<file path="config.mk">
export PLATFORM = sky130hd
export DESIGN_NAME = decoder_8b10b_sync_ctrl_flat
export DESIGN_NICKNAME = d
export VERILOG_FILES = /design/src/rtl/decoder_8b10b_sync_ctrl_if.sv /design/src/rtl/decoder_8b10b_sync_ctrl.sv /design/src/flat_wrapper.sv
export SDC_FILE = /design/constraint.sdc
export NUM_CORES = 1
export LEC_CHECK = 0
export BUFFER_PORTS_ARGS = -buffer_cell sky130_fd_sc_hd__clkbuf_2
export CAP_MARGIN = 30
export CORE_ASPECT_RATIO = 0.75
export CORE_MARGIN = 3
export CORE_UTILIZATION = 54
export DETAILED_ROUTE_END_ITERATION = 10
export PLACE_DENSITY = 0.88
export SETUP_SLACK_MARGIN = 0.3
export SLEW_MARGIN = 25
export SYNTH_ARGS = -nofsm -noshare
export SYNTH_HDL_FRONTEND = slang
export SYNTH_SLANG_ARGS = --single-unit
</file>
<file path="constraint.sdc">
create_clock -name clk -period 1.78 [get_ports clk]
set_input_delay 0.356 -clock clk [delete_from_list [all_inputs] [get_ports clk]]
set_output_delay 0.356 -clock clk [all_outputs]
set_load 0.05 [all_outputs]
</file>
<file path="src/rtl/decoder_8b10b_sync_ctrl_if.sv">
// Signal bundle between the deserializer/decoder side and the word-alignment
// and link-sync controller. Suffixes are from the controller's point of view:
// _i are driven toward the controller, _o are driven by it.
interface decoder_8b10b_sync_ctrl_if;
    logic [9:0]  raw_word_i;     // deserializer word, bit0 = a ... bit9 = j
    logic        raw_valid_i;    // raw_word_i qualifier
    logic        dec_valid_i;    // decoder dout_valid
    logic        dec_ctrl_i;     // decoder ctrldetect
    logic        dec_err_i;      // decoder errdetect
    logic        dec_disperr_i;  // decoder disperr
    logic        err_clr_i;      // clears err_count_o when the counter is built
    logic        bitslip_o;      // one-cycle slip request to the deserializer
    logic        dec_rst_o;      // synchronous reset request to the decoder
    logic        sync_ok_o;      // link aligned and in sync
    logic [3:0]  slip_cnt_o;     // current bit offset, 0..9
    logic [15:0] err_count_o;    // saturating decode-error count

    // Source side: deserializer, decoder and error-clear control
    modport master (
        output raw_word_i, raw_valid_i, dec_valid_i, dec_ctrl_i,
               dec_err_i, dec_disperr_i, err_clr_i,
        input  bitslip_o, dec_rst_o, sync_ok_o, slip_cnt_o, err_count_o
    );

    // Controller side
    modport slave (
        input  raw_word_i, raw_valid_i, dec_valid_i, dec_ctrl_i,
               dec_err_i, dec_disperr_i, err_clr_i,
        output bitslip_o, dec_rst_o, sync_ok_o, slip_cnt_o, err_count_o
    );
endinterface

</file>
<file path="src/rtl/decoder_8b10b_sync_ctrl.sv">
// Word-alignment and link-sync controller for the 8B/10B receive decoder.
// Hunts for commas in raw deserializer words, steers alignment with bitslip
// pulses, resets the decoder after every realignment, and qualifies lock from
// decoder status with an error-credit hysteresis.
// Optional build macro: SYNC_ERR_CNT_EN adds the saturating err_count
// counter; without it err_count is tied to zero and err_clr is ignored.
module decoder_8b10b_sync_ctrl #(
    parameter int SEARCH_LEN  = 16,  // raw words without a comma before a slip
    parameter int SLIP_WAIT   = 4,   // raw words dropped after a slip
    parameter int DEC_RST_LEN = 2,   // cycles dec_rst is held per request
    parameter int ACQ_COMMAS  = 3,   // consecutive decoded commas to lock
    parameter int ERR_MAX     = 4,   // error credit that drops lock
    parameter int GOOD_RUN    = 4    // good words that repay one credit
) (
    input  logic                            clk,
    input  logic                            reset,
    decoder_8b10b_sync_ctrl_if.slave        bus
);

    localparam int SRCH_W = $clog2(SEARCH_LEN + 1);
    localparam int WAIT_W = $clog2(SLIP_WAIT + 1);
    localparam int RST_W  = $clog2(DEC_RST_LEN + 1);
    localparam int GOOD_W = $clog2(ACQ_COMMAS + 1);
    localparam int CRED_W = $clog2(ERR_MAX + 1);
    localparam int RUN_W  = $clog2(GOOD_RUN + 1);

    localparam logic [SRCH_W-1:0] SRCH_LAST = SRCH_W'(SEARCH_LEN - 1);
    localparam logic [WAIT_W-1:0] WAIT_FULL = WAIT_W'(SLIP_WAIT);
    localparam logic [WAIT_W-1:0] WAIT_LAST = WAIT_W'(SLIP_WAIT - 1);
    localparam logic [RST_W-1:0]  RST_LAST  = RST_W'(DEC_RST_LEN - 1);
    localparam logic [GOOD_W-1:0] GOOD_LAST = GOOD_W'(ACQ_COMMAS - 1);
    localparam logic [CRED_W-1:0] CRED_LAST = CRED_W'(ERR_MAX - 1);
    localparam logic [RUN_W-1:0]  RUN_FULL  = RUN_W'(GOOD_RUN);
    localparam logic [RUN_W-1:0]  RUN_LAST  = RUN_W'(GOOD_RUN - 1);

    typedef enum logic [2:0] {
        LOSS   = 3'd0,
        HUNT   = 3'd1,
        SETTLE = 3'd2,
        ACQ    = 3'd3,
        SYNC   = 3'd4
    } state_t;

    // Bit offset advances 0..9 and wraps, one step per slip.
    function automatic logic [3:0] next_offset(input logic [3:0] cur);
        return (cur == 4'd9) ? 4'd0 : cur + 4'd1;
    endfunction

    state_t              state_q, state_d;
    logic [SRCH_W-1:0]   search_q, search_d;
    logic [WAIT_W-1:0]   wait_q, wait_d;
    logic [RST_W-1:0]    rcnt_q, rcnt_d;
    logic [GOOD_W-1:0]   good_q, good_d;
    logic [CRED_W-1:0]   credit_q, credit_d;
    logic [RUN_W-1:0]    run_q, run_d;
    logic [3:0]          slip_cnt_q, slip_cnt_d;
    logic                bitslip_q, bitslip_d;
    logic                dec_rst_q, dec_rst_d;
    logic                sync_ok_q, sync_ok_d;

    // Comma check on {a,b,c,d,e,i,f}; j/h/g do not take part.
    logic [6:0] comma_pat;
    logic       is_comma;
    logic       unused_raw_hi;

    assign comma_pat     = {bus.raw_word_i[0], bus.raw_word_i[1], bus.raw_word_i[2],
                            bus.raw_word_i[3], bus.raw_word_i[4], bus.raw_word_i[5],
                            bus.raw_word_i[6]};
    assign is_comma      = bus.raw_valid_i &&
                           ((comma_pat == 7'b0011111) || (comma_pat == 7'b1100000));
    assign unused_raw_hi = ^bus.raw_word_i[9:7];

    // Event decodes shared by next-state and datapath logic.
    logic rst_last;     // dec_rst drops at the coming edge
    logic rst_free;     // dec_rst is low from the coming edge on
    logic slip_now;     // SEARCH_LEN-th word in HUNT: slip beats any comma
    logic comma_now;
    logic settle_done;
    logic acq_err;
    logic acq_good;
    logic acq_done;
    logic bad_word;
    logic sync_lost;

    assign rst_last    = dec_rst_q && (rcnt_q == RST_LAST);
    assign rst_free    = !dec_rst_q || (rcnt_q == RST_LAST);
    assign slip_now    = bus.raw_valid_i && (search_q == SRCH_LAST);
    assign comma_now   = is_comma && !slip_now;
    assign settle_done = ((wait_q == WAIT_FULL) ||
                          (bus.raw_valid_i && (wait_q == WAIT_LAST))) && rst_free;
    assign acq_err     = bus.dec_valid_i && bus.dec_err_i;
    assign acq_good    = bus.dec_valid_i && bus.dec_ctrl_i && !bus.dec_err_i;
    assign acq_done    = acq_good && (good_q == GOOD_LAST);
    assign bad_word    = bus.dec_valid_i && (bus.dec_err_i || bus.dec_disperr_i);
    assign sync_lost   = bad_word && (credit_q == CRED_LAST);

    // State register; reset lands in LOSS so the decoder is reset first.
    always_ff @(posedge clk or posedge reset) begin
        if (reset) begin
            state_q <= LOSS;
        end else begin
            state_q <= state_d;
        end
    end

    // Next-state selection for the alignment / lock FSM.
    always_comb begin
        state_d = state_q;
        case (state_q)
            LOSS:    if (rst_last)    state_d = HUNT;
            HUNT: begin
                if (slip_now)         state_d = SETTLE;
                else if (comma_now)   state_d = ACQ;
            end
            SETTLE:  if (settle_done) state_d = HUNT;
            ACQ: begin
                if (acq_err)          state_d = HUNT;
                else if (acq_done)    state_d = SYNC;
            end
            SYNC:    if (sync_lost)   state_d = LOSS;
            default:                  state_d = LOSS;
        endcase
    end

    // Per-state counter updates and registered output requests.
    always_comb begin
        bitslip_d  = 1'b0;
        dec_rst_d  = dec_rst_q;
        rcnt_d     = rcnt_q;
        search_d   = search_q;
        wait_d     = wait_q;
        good_d     = good_q;
        credit_d   = credit_q;
        run_d      = run_q;
        slip_cnt_d = slip_cnt_q;
        sync_ok_d  = (state_d == SYNC);

        // dec_rst pulse timer, shared by LOSS and SETTLE
        if (dec_rst_q) begin
            if (rcnt_q == RST_LAST) begin
                dec_rst_d = 1'b0;
            end else begin
                rcnt_d = rcnt_q + 1'b1;
            end
        end

        case (state_q)
            LOSS: begin
                if (rst_last) begin
                    search_d = '0;
                end
            end
            HUNT: begin
                if (bus.raw_valid_i) begin
                    search_d = search_q + 1'b1;
                end
                if (slip_now) begin
                    bitslip_d  = 1'b1;
                    dec_rst_d  = 1'b1;
                    rcnt_d     = '0;
                    wait_d     = '0;
                    search_d   = '0;
                    slip_cnt_d = next_offset(slip_cnt_q);
                end else if (comma_now) begin
                    good_d = '0;
                end
            end
            SETTLE: begin
                // Words here come from a deserializer that is still settling
                if (bus.raw_valid_i && (wait_q != WAIT_FULL)) begin
                    wait_d = wait_q + 1'b1;
                end
                if (settle_done) begin
                    search_d = '0;
                end
            end
            ACQ: begin
                // Disparity is not checked: the decoder restarts at RD- after dec_rst
                if (acq_good) begin
                    if (acq_done) begin
                        credit_d = '0;
                        run_d    = '0;
                    end else begin
                        good_d = good_q + 1'b1;
                    end
                end else if (bus.dec_valid_i && !bus.dec_err_i) begin
                    good_d = '0;
                end
            end
            SYNC: begin
                if (bad_word) begin
                    credit_d = credit_q + 1'b1;
                    run_d    = '0;
                    if (sync_lost) begin
                        dec_rst_d = 1'b1;
                        rcnt_d    = '0;
                    end
                end else if (bus.dec_valid_i) begin
                    if ((run_q == RUN_LAST) && (credit_q != '0)) begin
                        credit_d = credit_q - 1'b1;
                        run_d    = '0;
                    end else if (run_q != RUN_FULL) begin
                        run_d = run_q + 1'b1;
                    end
                end
            end
            default: begin
                dec_rst_d = 1'b1;
                rcnt_d    = '0;
            end
        endcase
    end

    // Counter and output registers; all abandon in-flight work on reset.
    always_ff @(posedge clk or posedge reset) begin
        if (reset) begin
            search_q   <= '0;
            wait_q     <= '0;
            rcnt_q     <= '0;
            good_q     <= '0;
            credit_q   <= '0;
            run_q      <= '0;
            slip_cnt_q <= 4'd0;
            bitslip_q  <= 1'b0;
            dec_rst_q  <= 1'b1;
            sync_ok_q  <= 1'b0;
        end else begin
            search_q   <= search_d;
            wait_q     <= wait_d;
            rcnt_q     <= rcnt_d;
            good_q     <= good_d;
            credit_q   <= credit_d;
            run_q      <= run_d;
            slip_cnt_q <= slip_cnt_d;
            bitslip_q  <= bitslip_d;
            dec_rst_q  <= dec_rst_d;
            sync_ok_q  <= sync_ok_d;
        end
    end

    assign bus.bitslip_o  = bitslip_q;
    assign bus.dec_rst_o  = dec_rst_q;
    assign bus.sync_ok_o  = sync_ok_q;
    assign bus.slip_cnt_o = slip_cnt_q;

`ifdef SYNC_ERR_CNT_EN
    // Count saturates instead of wrapping so a long burst never reads as clean.
    function automatic logic [15:0] sat_inc16(input logic [15:0] v);
        return (v == 16'hFFFF) ? v : v + 16'd1;
    endfunction

    logic [15:0] err_count_q, err_count_d;

    // Bad decoded words outside LOSS bump the count; clear has priority.
    always_comb begin
        err_count_d = err_count_q;
        if (bus.err_clr_i) begin
            err_count_d = 16'h0000;
        end else if ((state_q != LOSS) && bad_word) begin
            err_count_d = sat_inc16(err_count_q);
        end
    end

    // Error count register.
    always_ff @(posedge clk or posedge reset) begin
        if (reset) begin
            err_count_q <= 16'h0000;
        end else begin
            err_count_q <= err_count_d;
        end
    end

    assign bus.err_count_o = err_count_q;
`else
    logic unused_err_clr;
    assign unused_err_clr  = bus.err_clr_i;
    assign bus.err_count_o = 16'h0000;
`endif

endmodule

</file>
<file path="src/flat_wrapper.sv">
// flat-port wrapper written by rule: the top's interface ports become plain ports
module decoder_8b10b_sync_ctrl_flat 
#(
    parameter int SEARCH_LEN  = 16,                                            
    parameter int SLIP_WAIT   = 4,                                    
    parameter int DEC_RST_LEN = 2,                                        
    parameter int ACQ_COMMAS  = 3,                                        
    parameter int ERR_MAX     = 4,                                  
    parameter int GOOD_RUN    = 4                                       
)
  (clk, reset, bus_raw_word_i, bus_raw_valid_i, bus_dec_valid_i, bus_dec_ctrl_i, bus_dec_err_i, bus_dec_disperr_i, bus_err_clr_i, bus_bitslip_o, bus_dec_rst_o, bus_sync_ok_o, bus_slip_cnt_o, bus_err_count_o);
  decoder_8b10b_sync_ctrl_if bus_i ();
  input  logic clk;
  input  logic reset;
  input wire logic [$bits(bus_i.raw_word_i)-1:0] bus_raw_word_i;
  input wire logic [$bits(bus_i.raw_valid_i)-1:0] bus_raw_valid_i;
  input wire logic [$bits(bus_i.dec_valid_i)-1:0] bus_dec_valid_i;
  input wire logic [$bits(bus_i.dec_ctrl_i)-1:0] bus_dec_ctrl_i;
  input wire logic [$bits(bus_i.dec_err_i)-1:0] bus_dec_err_i;
  input wire logic [$bits(bus_i.dec_disperr_i)-1:0] bus_dec_disperr_i;
  input wire logic [$bits(bus_i.err_clr_i)-1:0] bus_err_clr_i;
  output wire logic [$bits(bus_i.bitslip_o)-1:0] bus_bitslip_o;
  output wire logic [$bits(bus_i.dec_rst_o)-1:0] bus_dec_rst_o;
  output wire logic [$bits(bus_i.sync_ok_o)-1:0] bus_sync_ok_o;
  output wire logic [$bits(bus_i.slip_cnt_o)-1:0] bus_slip_cnt_o;
  output wire logic [$bits(bus_i.err_count_o)-1:0] bus_err_count_o;
  assign bus_i.raw_word_i = bus_raw_word_i;
  assign bus_i.raw_valid_i = bus_raw_valid_i;
  assign bus_i.dec_valid_i = bus_dec_valid_i;
  assign bus_i.dec_ctrl_i = bus_dec_ctrl_i;
  assign bus_i.dec_err_i = bus_dec_err_i;
  assign bus_i.dec_disperr_i = bus_dec_disperr_i;
  assign bus_i.err_clr_i = bus_err_clr_i;
  assign bus_bitslip_o = bus_i.bitslip_o;
  assign bus_dec_rst_o = bus_i.dec_rst_o;
  assign bus_sync_ok_o = bus_i.sync_ok_o;
  assign bus_slip_cnt_o = bus_i.slip_cnt_o;
  assign bus_err_count_o = bus_i.err_count_o;
  decoder_8b10b_sync_ctrl #(.SEARCH_LEN(SEARCH_LEN), .SLIP_WAIT(SLIP_WAIT), .DEC_RST_LEN(DEC_RST_LEN), .ACQ_COMMAS(ACQ_COMMAS), .ERR_MAX(ERR_MAX), .GOOD_RUN(GOOD_RUN)) u_core (.clk(clk), .reset(reset), .bus(bus_i));
endmodule
</file>
== Word level (Yosys, flattened, before mapping) ==
Cells that the tools add are included.
Cells by class
  shift-type cells: 0
  divide/modulo/power cells: 0
  eq/ne operators: 31
  add/subtract/negate cells: 8
  reduce and logical (&&, ||, !) cells: 35
  bitwise logic cells: 0
  multiply operators: 0
  mux-type cells: 48
  order comparisons: 0
Operator list (number)
  $mux W3: 18
  $mux W2: 10
  $mux W5: 4
  $pmux W3 S2: 3
  $eq A3 B2 Y1 const B: 5
  $logic_and A1 B1 Y1: 15
  $pmux W3 S5: 1
  $pmux W5 S3: 1
  $reduce_and A5 Y1: 3
  $ne A2 B1 Y1 const B: 7
  $add A3 B1 Y3 const B: 3
  $eq A3 B3 Y1 const B: 3
  $ne A3 B3 Y1 const B: 3
  $eq A7 B5 Y1 const B: 1
  $eq A7 B7 Y1 const B: 1
  $mux W1: 7
  $ne A3 B1 Y1 const B: 2
  $ne A3 B2 Y1 const B: 2
  $pmux W2 S3: 1
  $reduce_bool A2 Y1: 3
  $reduce_bool A3 Y1: 2
  $add A5 B1 Y5 const B: 1
  $eq A5 B4 Y1 const B: 1
  $add A2 B1 Y2 const B: 2
  18 further kinds: 23
Word-level totals
  bits in latches: 0
  memory bits (read-only): 0
  register bits after elaboration: 28
  word-level logic and storage cells: 133
  memories kept: 0
  bits in writable memories: 0

== Depth between registers and ports, before layout ==
  depth after elaboration: 8
  mapped depth: 7

== Worst setup path after synthesis ==
Ideal clock, no wire load.
  path type: input-to-reg
  start: in bus_dec_valid_i
  end: reg u_core.credit_q[2]
  stages: 7
  data arrival time: 1.500 ns
  library setup time: 0.077 ns
  slack: 0.203 ns
  required time: 1.703 ns
  cell sequence: clkbuf_2 -> o21ai_2 -> inv_1 -> fa_1 -> a21oi_1 -> nand3b_1 -> a21oi_1
Between the ends
  longest elaborated chain between the ends: 5
  elaborated cells between the ends (all ways): 11
RTL lines
  from (decl): RTL line flat_wrapper.sv:17  | input wire logic [$bits(bus_i.dec_valid_i)-1:0] bus_dec_valid_i;
  $logic_and A1 B1 Y1 (2 in a row): RTL line decoder_8b10b_sync_ctrl.sv:92  | assign acq_good = bus.dec_valid_i && bus.dec_ctrl_i && !bus.dec_err_i;
  $logic_and A1 B1 Y1: RTL line decoder_8b10b_sync_ctrl.sv:93  | assign acq_done = acq_good && (good_q == GOOD_LAST);
  $ne A2 B1 Y1 (no source line)
  $reduce_and A5 Y1 (no source line)
  to (signal assigned): RTL line decoder_8b10b_sync_ctrl.sv:232  | credit_q <= credit_d;
  to (decl): RTL line decoder_8b10b_sync_ctrl.sv:54  | logic [CRED_W-1:0] credit_q, credit_d;
Several ways; a longest one is shown, not always the timed one.
A chain may end at the register's enable or synchronous reset.

== Worst setup path in the final report ==
  start: reg u_core.wait_q[1]
  end: reg u_core.search_q[3]
Between the ends
  longest elaborated chain between the ends: 6
  elaborated cells between the ends (all ways): 7
RTL lines
  from (decl): RTL line decoder_8b10b_sync_ctrl.sv:51  | logic [WAIT_W-1:0] wait_q, wait_d;
  from (signal assigned): RTL line decoder_8b10b_sync_ctrl.sv:229  | wait_q <= wait_d;
  $eq A3 B2 Y1: RTL line decoder_8b10b_sync_ctrl.sv:90  | (bus.raw_valid_i && (wait_q == WAIT_LAST))) && rst_free;
  $logic_and A1 B1 Y1: RTL line decoder_8b10b_sync_ctrl.sv:90
  $logic_or A1 B1 Y1 *: RTL line decoder_8b10b_sync_ctrl.sv:89  | assign settle_done = ((wait_q == WAIT_FULL) ||
  $logic_and A1 B1 Y1 *: RTL line decoder_8b10b_sync_ctrl.sv:90
  $ne A2 B1 Y1 (no source line) *
  $reduce_and A4 Y1 (no source line) *
  to (signal assigned): RTL line decoder_8b10b_sync_ctrl.sv:228  | search_q <= search_d;
  to (decl): RTL line decoder_8b10b_sync_ctrl.sv:50  | logic [SRCH_W-1:0] search_q, search_d;
Every way passes the cells marked *; elsewhere a longest branch is shown, timed or not.

==> results.md <==
- Outcome: finished clean
- Vias in the first global route: around 1400
- Horiz. Die Dim: 72.56 um
- Count of pins on the block boundary: 41
- Slowest cell on crit path: dfrtp_1
- Net total in the final layout: 266
- Number of setup violations in the final report: 0
- Worst endpoint required time: about 2 ns
- Reg2reg setup slack: 0.14 ns
- Worst path arrival time: 1.86 ns
- Category of the worst setup path capture point: flop
- Max VDD drop: 0.0007445 V
- Worst R2R Path Depth: 8
- Final number of hold-violating endpoints: 0
- Clock insertion delay at the later pin of the skew report: 0.28 ns
- Sequential power share: 35.4%
- Biggest cell delay along the critical path: 0.43 ns
- Total DRC errors in the routed layout: 0
- Adder-cell share of the synthesized area: between 6 and 7%
- Largest fanout on the critical path: 3
- Worst setup path start: u_core.wait_q[1]
- Worst path buffer plus inverter count: 1
- Sequential element share of the synthesized area: 39.12%
- Critical path's top delay family: compound AO/OA/AOI/OAI gates
- DR vias: between 1500 and 2000
- Final core utilization: 77.94%
- Setup repair after global routing missed its margin: true
- Kind of critical path: flop to flop
- Final Max Slew Viols: 0
- Clock transition at path regs: 0.11 ns
- Synth Area in Compound Gates: between 10% and 20%
- Clock tree from TritonCTS: done
- End of the worst register-to-register path: u_core.search_q[3]
- Combinational family with the most area after synthesis: simple AND/OR/NAND/NOR gates
- Number of storage elements in the synthesis netlist: 28
- Async S/R FF share, synth: 100.0%
- Routed wirelength normalized by instance count: 16.09 um
- Simple-gate portion of the synthesized area: a little over a fifth
- Pin count of the biggest net entering global routing: 17
- Max Clock Freq: 0.6082 GHz
- Core area: 0.003063 mm2
- Area of the die: 0.004058 mm2
- Part of the total power dissipated in the clock network: 21.8%
- Initial Util: 58.58%
- Inserted Diodes: 0
- Chip height: around 56 um
- Count of distinct cell types in the synthesized netlist: 49
- Violation count after the first detailed-route iteration: 89
- Slew at the pin closest to its max-slew limit: 0.5511 ns
- Number of clock buffers inserted by TritonCTS: 3
- Antenna violations before repair: 0
- Sequential cell area: 709.4 um2
- Total power density per cell area: about 1000 mW/mm2
- Critical Path Stages: 8
- Cell-by-cell trace of the critical path: ha_2, ha_4, a22oi_2, a21oi_2, o211ai_1, buf_4, a21oi_1, o21ai_1
- Number of levels the H-tree was split into: 1
- Via density per instance: 5.638
- Aggregate negative setup slack: 0 ns
- Hold-fix buffers, CTS: 0
- Logic pwr share: 42.8%
- Area grow syn2layout: 33.05%
- Part of the cycle the worst path needs: just over 90%
- Class of the tightest hold or removal check: input pin to async pin
- Multiplexer area fraction after synthesis: 3.766%
- Global placer's final weighted congestion: 0.8088
- Total grt overflow: 0
- Total wire length after detailed routing: around 4.4 mm
- Total chip power: 2402 uW
- XOR/XNOR Fraction of Synth Area: less than 1%
- Cell count after synthesis: about 190
- Number of buffers added on ports: 20
- Critical Path Start Type: flop
- First-pass GRT wire length: 6.361 mm
- Flip-flop cell with the highest count after synthesis: dfrtp_1
- Ys Warns: 0
- Final antenna-violating net count: 0
- Maximum buffer depth of the clock tree: 2
- All-Layer GR Usage: 19.55%
- Avg Cell Area, Syn: between 9 and 10 um2
- Fillers: 199
- Clk sink count: 28
- Count of TritonRoute iterations in the first routing pass: 4
- Post-route worst setup slack: 0.1357 ns
- Layout cells sized above 1: 44.12%
- Setup skew after layout: 0.005494 ns
- Start of the worst register-to-register path: u_core.wait_q[1]
- Cell area after synthesis: 0.001794 mm2
- Reported net switching power: 860.4 uW
- Pleak: 0.001071 uW
- Switching share of power: 35.83%
- Reported max-cap violation count: 0
- Final hold slack: between 0.08 and 0.09 ns
- Post-DP HPWL: 2.588 mm
- CTS Root Buffer Type: clkbuf_8
- Post-Place Worst Slack: 0.1143 ns
- Number of flops mapped to enable cells by yosys: 0
- Post-layout minimum cycle time: 1.644 ns
- Capturing instance or port of the critical path: u_core.search_q[3]
- Multi-input logic area: around 0.0012 mm2
- Max transition margin: 63.22%
- Std cell rows: 17
- Internal Power: 1541 uW
[power by group through the flow]
stage | sequential [uW] | combinational [uW] | clock, uW
finish | 851 | 1030 | 523
global route | 867 | 1100 | 546
CTS | 843 | 768 | 518
detailed placement | 849 | 613 | 0
global placement | 848 | 590 | 0
floorplan | 793 | 586 | 0
[registers in the layout, indices dropped and copies added, names as in the netlist]
register	cells
u_core.bus.slip_cnt_o	4
u_core.wait_q	3
u_core.bus.sync_ok_o	1
u_core.credit_q	3
u_core.good_q	2
u_core.state_q	3
u_core.search_q	5
u_core.run_q	3
u_core.bus.bitslip_o	1
u_core.bus.dec_rst_o	1
u_core.rcnt_q	2
[repair_timing]
item	in CTS	in global routing
resized for setup	22	34
buffers inserted	11	14
pin swaps	8	19
setup endpoints to repair	18	22
[kinds of logic after synthesis]
kind of cell | count (synthesis)
flip-flops | 28
XOR/XNOR | 2
AO/OA/AOI/OAI | 46
adder cells (fa/ha/maj) | 9
multiplexers | 6
buffers and inverters | 36
other | 1
AND/OR/NAND/NOR | 63
[cell usage in the layout, fill, tap and decap left out, drive strengths merged, types with 2 or more instances in the layout]
cell type  count
buf           28
dfrtp         27
clkbuf        24
conb          16
inv           15
nor2          15
o21ai         15
a21oi         14
nand3         10
nand2          8
ha             8
mux2           6
nand3b         5
nand2b         5
a22o           4
nand4          3
nand4b         2
or3b           2
o211ai         2
nor4bb         2
or3            2
and2           2
o31ai          2
nor2b          2
[Yosys cell counts (2+ instances only)]
cell	instances	share of area [%]
nand2b_1	5	1.7
dfrtp_1	27	38
o211ai_1	2	0.84
ha_1	8	5.6
a22o_1	4	2.0
nand4b_1	2	0.98
buf_4	19	7.9
and2_1	2	0.70
nand3_1	10	2.8
or3_1	2	0.70
nand4_1	3	1.0
o21ai_0	10	2.8
inv_1	15	3.1
nor2b_1	2	0.70
nor2_2	3	1.0
nor2_1	12	2.5
o21ai_1	3	0.84
nor4bb_1	2	1.1
o21ai_2	2	0.98
nand3b_1	5	2.1
a21oi_1	14	3.9
nand2_1	8	1.7
mux2_2	5	3.1
[per-layer routing]
layer | vias up | GRT usage (%) | routed length, um
met5 | - | 0 | 0
met3 | 4 | 4.332 | 277
met1 | 742 | 27.74 | 1883
li1 | 741 | - | -
met2 | 69 | 31.62 | 2241
met4 | 0 | 1.842 | 40
[stage by stage]
step,std cells,area (um2)
2_1_floorplan,206,1886
3_3_place_gp,247,1923
5_1_grt,276,2387
3_5_place_dp,247,1923
4_1_cts,262,2167
6_report,276,2387
[how the worst min path moves through the flow]
stage,depth (start not counted),start,slack [ns],end
6_report,2,reset,0.09,u_core.rcnt_q[0]
5_1_grt,2,reset,0.13,u_core.rcnt_q[0]
4_1_cts,2,reset,0.11,u_core.rcnt_q[0]
3_5_place_dp,2,reset,0.42,u_core.rcnt_q[0]
3_3_place_gp,2,reset,0.42,u_core.bus.slip_cnt_o[1]
2_1_floorplan,1,reset,0.42,u_core.bus.bitslip_o
[area by class of cell]
type / count / share of cell area [%]
Clock inverter: 1 / 1.258
Inverter: 15 / 2.358
Clock buffer: 3 / 1.730
Timing Repair Buffer: 49 / 14.52
Sequential cell: 28 / 29.72
Tap cell: 38 / 1.992
Multi-Input combinational cell: 142 / 48.43
(Power assumes the default switching activity.)
